<file path="src/rtl/iq_demod_pkg.sv">
// iq_demod_pkg: shared widths, lane control bundle and offset-binary helpers for iq_demod.
package iq_demod_pkg;

    localparam int ADC_W_DEF  = 12;
    localparam int DDS_W_DEF  = 14;
    localparam int LOG2_N_DEF = 14;
    localparam int ACC_W_DEF  = 48;
    localparam int ALIGN_DEF  = 1;

    typedef struct packed {
        logic ld1;
        logic ld2;
        logic acc_en;
        logic dump;
        logic clear;
    } lane_ctl_t;

    function automatic int acc_w_min(input int adc_w, input int dds_w, input int log2_n);
        return adc_w + dds_w + log2_n;
    endfunction

    // Flip the MSB, then sign-extend from bit w-1 by a left/arith-right shift pair.
    function automatic logic signed [31:0] ob2s(input logic [31:0] v, input int w);
        logic [31:0] x;
        x = (v ^ (32'd1 << (w - 1))) << (32 - w);
        return $signed(x) >>> (32 - w);
    endfunction

endpackage

</file>
<file path="src/rtl/iq_mac_lane.sv">
// iq_mac_lane: one mixer channel - operand registers, product register, integrate-and-dump.
module iq_mac_lane
    import iq_demod_pkg::*;
#(
    parameter int ADC_W = ADC_W_DEF,
    parameter int DDS_W = DDS_W_DEF,
    parameter int ACC_W = ACC_W_DEF
) (
    input  logic                    clk,
    input  logic                    rst_n,
    input  lane_ctl_t               ctl,
    input  logic [ADC_W-1:0]        adc,
    input  logic [DDS_W-1:0]        dds,
    output logic signed [ACC_W-1:0] sum
);

    localparam int PW = ADC_W + DDS_W;

    logic signed [ADC_W-1:0] a;
    logic signed [DDS_W-1:0] b;
    logic signed [PW-1:0]    prod;
    logic signed [ACC_W-1:0] acc;
    logic signed [ACC_W-1:0] nxt;

    assign nxt = acc + ACC_W'(prod);

    always_ff @(posedge clk or negedge rst_n) begin
        if (!rst_n) begin
            a    <= '0;
            b    <= '0;
            prod <= '0;
            acc  <= '0;
            sum  <= '0;
        end else begin
            if (ctl.ld1) begin
                a <= ADC_W'(ob2s(32'(adc), ADC_W));
                b <= DDS_W'(ob2s(32'(dds), DDS_W));
            end
            if (ctl.ld2) prod <= PW'(a) * PW'(b);
            // The dumping sample lands in sum, so the next frame starts from zero.
            if (ctl.clear) acc <= '0;
            else if (ctl.acc_en) acc <= ctl.dump ? '0 : nxt;
            if (ctl.dump) sum <= nxt;
        end
    end

endmodule

</file>
<file path="src/rtl/iq_demod.sv">
// iq_demod: quadrature integrate-and-dump demodulator mixing ADC samples with DDS sin/cos.
module iq_demod
    import iq_demod_pkg::*;
#(
    parameter int ADC_W  = ADC_W_DEF,
    parameter int DDS_W  = DDS_W_DEF,
    parameter int LOG2_N = LOG2_N_DEF,
    parameter int ACC_W  = ACC_W_DEF,
    parameter int ALIGN  = ALIGN_DEF
) (
    input  logic                    clk,
    input  logic                    rst_n,
    input  logic [ADC_W-1:0]        adc_data,
    input  logic                    sample_en,
    input  logic [DDS_W-1:0]        sin_i,
    input  logic [DDS_W-1:0]        cos_i,
    input  logic                    clear,
    output logic signed [ACC_W-1:0] i_out,
    output logic signed [ACC_W-1:0] q_out,
    output logic                    iq_valid,
    output logic [LOG2_N-1:0]       frame_cnt
);

    generate
        if (ACC_W < acc_w_min(ADC_W, DDS_W, LOG2_N)) begin : g_acc_w_bad
            $error("iq_demod: ACC_W must be >= ADC_W+DDS_W+LOG2_N");
        end
    endgenerate

    logic [ADC_W-1:0] adc_a;
    logic             en_a;
    logic             v1;
    logic             v2;
    logic             dump;
    lane_ctl_t        ctl;

    // Delay the ADC side so each sample meets the DDS value read out on its cycle.
    generate
        if (ALIGN == 0) begin : g_no_align
            assign adc_a = adc_data;
            assign en_a  = sample_en;
        end else begin : g_align
            logic [ADC_W-1:0] adc_d [ALIGN];
            logic             en_d  [ALIGN];
            always_ff @(posedge clk or negedge rst_n) begin
                if (!rst_n) begin
                    for (int k = 0; k < ALIGN; k++) begin
                        adc_d[k] <= '0;
                        en_d[k]  <= 1'b0;
                    end
                end else begin
                    adc_d[0] <= adc_data;
                    en_d[0]  <= sample_en & ~clear;
                    for (int k = 1; k < ALIGN; k++) begin
                        adc_d[k] <= adc_d[k-1];
                        en_d[k]  <= en_d[k-1] & ~clear;
                    end
                end
            end
            assign adc_a = adc_d[ALIGN-1];
            assign en_a  = en_d[ALIGN-1];
        end
    endgenerate

    assign dump = v2 && (frame_cnt == {LOG2_N{1'b1}}) && !clear;
    assign ctl  = '{ld1: en_a, ld2: v1, acc_en: v2, dump: dump, clear: clear};

    always_ff @(posedge clk or negedge rst_n) begin
        if (!rst_n) begin
            v1        <= 1'b0;
            v2        <= 1'b0;
            frame_cnt <= '0;
            iq_valid  <= 1'b0;
        end else begin
            v1        <= en_a & ~clear;
            v2        <= v1 & ~clear;
            frame_cnt <= clear ? '0 : v2 ? frame_cnt + LOG2_N'(1) : frame_cnt;
            iq_valid  <= dump;
        end
    end

    iq_mac_lane #(.ADC_W(ADC_W), .DDS_W(DDS_W), .ACC_W(ACC_W)) u_lane_i (
        .clk   (clk),
        .rst_n (rst_n),
        .ctl   (ctl),
        .adc   (adc_a),
        .dds   (cos_i),
        .sum   (i_out)
    );

    iq_mac_lane #(.ADC_W(ADC_W), .DDS_W(DDS_W), .ACC_W(ACC_W)) u_lane_q (
        .clk   (clk),
        .rst_n (rst_n),
        .ctl   (ctl),
        .adc   (adc_a),
        .dds   (sin_i),
        .sum   (q_out)
    );

endmodule

</file>
<file path="config.mk">
export PLATFORM = sky130hd
export DESIGN_NAME = iq_demod
export DESIGN_NICKNAME = d
export VERILOG_FILES = /design/src/rtl/iq_demod_pkg.sv /design/src/rtl/iq_mac_lane.sv /design/src/rtl/iq_demod.sv
export SDC_FILE = /design/constraint.sdc
export NUM_CORES = 2
export LEC_CHECK = 0
export CORE_ASPECT_RATIO = 1.2
export CORE_MARGIN = 2
export CORE_UTILIZATION = 58
export DETAILED_ROUTE_END_ITERATION = 16
export HOLD_SLACK_MARGIN = 0.05
export PLACE_DENSITY = 0.78
export RECOVER_POWER = 25
export SETUP_SLACK_MARGIN = 0.15
export SYNTH_ARGS = -nofsm -noshare
export SYNTH_HDL_FRONTEND = slang
export SYNTH_SLANG_ARGS = --single-unit
</file>
<file path="constraint.sdc">
create_clock -name clk -period 7.15 [get_ports clk]
set_input_delay 1.43 -clock clk [delete_from_list [all_inputs] [get_ports clk]]
set_output_delay 1.43 -clock clk [all_outputs]
set_load 0.005 [all_outputs]
</file>
=== Word-level counts from Yosys, hierarchy flattened ===
Index checks and enable logic that the tools add are counted.

* Latch bits: 0
* Input port bits: 44
* Bits in read-only memories: 0
* Word-level logic and storage cells: 40
* Memories kept: 0
* RAM bits: 0
* Output and inout bits: 111
* Register bits after elaboration: 314

* Reduce and logical (&&, ||, !) cells: 4
* Magnitude comparators: 0
* Mux-type cells: 8
* $mul: 2
* Shift-type cells: 0
* Bitwise logic cells: 7
* Eq/ne operators: 1
* Div/mod/pow operators: 0
* $add $sub $neg: 3

{| class="wikitable"
|+ Operator list
! cell !! count
|-
| $mux 48 || 6
|-
| $add 48x26->48 || 2
|-
| $mul 12x14->26 || 2
|-
| $mux 14 || 2
|-
| $add 14x1->14 const B || 1
|-
| $eq 14x14->1 const B || 1
|-
| $not 1->1 || 4
|-
| $and 1x1->1 || 3
|-
| $logic_and 1x1->1 || 2
|-
| $reduce_bool 2->1 || 1
|-
| $logic_not 1->1 || 1
|}

=== Depth between registers and ports, before layout ===
* Depth after elaboration: 6
* Depth in mapped cells: 25
* Mapped depth without buffers: 23

=== By module ===
Synthesis repeated with hierarchy kept, for this count alone.

* Cells, all modules: 2956
* Area, all modules: 29394.4 um2

{| class="wikitable"
|+ By module, submodules not included
! module !! seq. area each (um2) !! cells an instance !! area each (um2) !! times used
|-
| iq_mac_lane (u_lane_q) || 3703.6 || 1445 || 14174.8 || 1
|-
| iq_mac_lane (u_lane_i) || 3703.6 || 1417 || 14049.7 || 1
|-
| iq_demod || 750.7 || 94 || 1169.9 || 1
|}

=== Worst setup path after synthesis ===
No wires, ideal clock.

* Kind: reg-to-reg
* Start point: reg u_lane_i.a[3] (netlist name)
* End point: reg u_lane_q.prod[25]
* Cell stages (with the launch flop): 24
* Path slack: 1.428 ns
* Setup time: 0.125 ns
* Data required time: 7.025 ns
* Path buffers: 2
* Arrival time: 5.597 ns
* Period minus slack after synthesis: 5.722 ns
* Cell sequence: dfrtp_1 > clkbuf_1 > clkbuf_1 > nand2_1 > fa_1 > inv_1 > fa_1 > inv_1 > fa_1 > fa_1 > fa_1 > inv_1 > ha_1 > o21a_1 > o21ai_0 > nor2_1 > o41ai_1 > a31o_2 > nor2_1 > o41ai_2 > a21oi_1 > a21oi_1 > xnor2_1 > mux2_2

{| class="wikitable"
|+ RTL lines
! item !! RTL line !! source
|-
| end signal: assignment || iq_mac_lane.sv:39 || <nowiki>if (ctl.ld2) prod <= PW'(a) * PW'(b);</nowiki>
|-
| end: declaration || iq_mac_lane.sv:21 || <nowiki>logic signed [PW-1:0] prod;</nowiki>
|}

==> results.cfg <==
[routing]
vias = 20880
drcViolationCount = 0
drtIter0Drc = 1223
drtPass1Iterations = 5
wl_per_cell_um = 17.04
viasPerCell = 5.699
drtAntennaViolNets = 0
drt-total-wl_um = 62420

[clocking]
cts.repair.resized = 0
ctsHoldBuffers = 0
clock_sinks = 314
numCtsBuffers = 34
post_cts_buffers = 0
tritoncts = yes
clk_latency_ns = 0.56
cts_max_path_buffers = 3
root_buffer = clkbuf_16
path_clk_slew_ns = 0.06
htree_levels = 2

[layout]
n_antenna_cell = 0
drive_gt1_share_pct = 6.592
fin_nets = 3579
area_growth_pct = 10.95
layout_common_cells = nand2_1, inv_1, fa_1
fillers = 3780
final_common_cell = nand2_1

[status]
status = finished, violations left
failed_checks = capacitance limit, slew limit

[timing]
tns_ns = 0
max_freq_ghz = 0.1574
tightest_slew_ns = 4.843
finalSetupViolations = 0
period_share_pct = 88.85
min_period_ns = 6.353
hold_violations = 0
final_max_slew_viol_count = 199
rsz0062_at_grt = false
clock_skew_ns = 0.01882
relSlewSlack_pct = -222.9

[worst_setup_path]
cp-end-kind = flop
path_max_fanout = 29
cp.required_ns = 7.57
rrSetupSlack_ns = 0.80
cp-start-kind = flop
r2r_start = u_lane_i.a[3]
crit_arrival_ns = 6.77
worst_r2r_path_depth = 21
crit_type = reg -> reg
r2r-end = u_lane_q.prod[25]

[synth]
synth-seq-cells = 314
synth_cell_types = 73
synth_cells = 2935
yosysWarnings = 0
synth-edff-count = 0
syn_nets = 3502
synth_top_area_share_pct = 27.76
synthTopCellsByArea = dfrtp_1, fa_1, ha_1
netlist.top_cell.by_area = dfrtp_1
synthArstFlopShare_pct = 100.0
synth_area_sq_mm = 0.02830
synthFlopType = dfrtp_1
avgSynthCellArea_sq_um = 9.643
yosysSeqAreaShare_pct = 27.76

[grt]
antenna_found_initial = 0
grt-ovfl-total = 0
grt_pass1_wl_um = 107100
grtUsageTotal_pct = 26.05
grt_pass1_vias = 21970
grt_max_degree = 167

[die]
die_w_um = 205.7
die_area_sq_mm = 0.05059
initial_utilization_pct = 58.82
rows = 88
io_pins = 155
core_sq_mm = 0.04812
dieHeight_um = 246.0

[hold_path]
min_from = adc_a[11]
hold_end = u_lane_i.a[11]
hold_class = reg -> reg
holdPathStages = 1

[placed_design]
place_congestion = 0.9014
io_buffers = 154
dp_hpwl_um = 47410

[flow_run]
maxCapViolations = 3
==> cell families (layout without fill, tap and decap cells) <==
family	Yosys count	in the layout	share of synthesized area [%]
flip-flops	314	314	27.76
buffers and inverters	521	620	6.923
multiplexers	103	103	4.067
AND/OR/NAND/NOR	853	853	13.45
AO/OA/AOI/OAI	471	471	11.60
adder cells (fa/ha/maj)	523	523	31.56
XOR/XNOR	150	150	4.642
==> metal layers <==
layer	GRT usage, %	wire, um
met5	0	0
met4	8.273	1712
met3	3.505	3361
met2	43.93	30690
met1	34.94	26660
==> cells in the mapped netlist, drive strengths merged (4+ instances only) <==
| cell | instances |
|---|---|
| buf | 14 |
| and3 | 20 |
| nand4 | 12 |
| dfrtp | 314 |
| o211ai | 7 |
| xor2 | 57 |
| inv | 388 |
| nand3b | 5 |
| ha | 205 |
| nor2b | 17 |
| a21o | 61 |
| xnor2 | 93 |
| o21a | 15 |
| a21oi | 117 |
| o21ai | 103 |
| nor3 | 15 |
| and4 | 4 |
| clkbuf | 119 |
| a41oi | 5 |
| a31o | 5 |
| or2 | 6 |
| mux2i | 7 |
| and2 | 105 |
| o21bai | 13 |
| or3 | 8 |
| nor2 | 102 |
| nand2 | 495 |
| o31ai | 8 |
| a21boi | 5 |
| a31oi | 11 |
| nand2b | 21 |
| a211oi | 12 |
| a22o | 77 |
| fa | 318 |
| nand3 | 37 |
| a2111oi | 4 |
| mux2 | 96 |
==> state kept, by name, indices dropped and copies added, names as in the netlist <==
signal,cells
u_lane_q.b,14
frame_cnt,14
v2,1
u_lane_q.prod,26
v1,1
adc_a,12
u_lane_i.prod,26
u_lane_i.acc,48
iq_valid,1
u_lane_i.a,12
u_lane_q.sum,48
en_a,1
u_lane_i.sum,48
u_lane_q.acc,48
u_lane_i.b,14
==> area by class of cell <==
class	count	area (sq um)	area share, %
multi-input cells	2100	18510	58.94
flip-flops and latches	314	7859	25.03
repair buffers	174	1687	5.371
inverters	388	1456	4.638
clock buffers	47	960.9	3.060
well taps	630	788.3	2.510
clock inverters	11	142.6	0.4543
==> worst max-delay path: stages (launching register included) <==
cell and delay, ns:
dfrtp_1 1.02, nand2_1 0.18, fa_1 0.59, inv_1 0.04, ha_1 0.18, fa_1 0.50
inv_1 0.06, fa_1 0.48, fa_1 0.49, inv_1 0.05, ha_1 0.31, nor2b_1 0.14
o21ai_0 0.19, a21oi_1 0.14, o41ai_1 0.43, a31o_2 0.27, nor2_1 0.08, o41ai_2 0.39
a21oi_1 0.12, a21oi_1 0.20, xnor2_1 0.08, mux2_2 0.26
==> through the flow <==
step                setup WS [ns]  instance area, sq um  std cells  hold slack (ns)  utilization [%]
floorplan                   1.428                 28300       2935           0.3979                -
global placement            1.025                 30320       3606           0.4016            63.01
detailed placement         0.8427                 30320       3606           0.4070            63.01
CTS                        0.8189                 31420       3664           0.4230            65.31
global route               0.3764                 31400       3664           0.4395            65.26
finish                     0.7971                 31400       3664           0.4314            65.26
==> how the worst max path moves through the flow <==
stage | endpoint | startpoint
2_1_floorplan | u_lane_q.prod[25] | u_lane_i.a[3]
3_3_place_gp | u_lane_q.prod[25] | u_lane_i.a[3]
3_5_place_dp | u_lane_q.prod[23] | u_lane_i.a[3]
4_1_cts | u_lane_q.prod[23] | u_lane_i.a[3]
5_1_grt | u_lane_q.prod[23] | u_lane_i.a[3]
6_report | u_lane_q.prod[25] | u_lane_i.a[3]
Power is not shown: default switching activity piles up to over one toggle a cycle in this logic, so the estimate is an artifact.
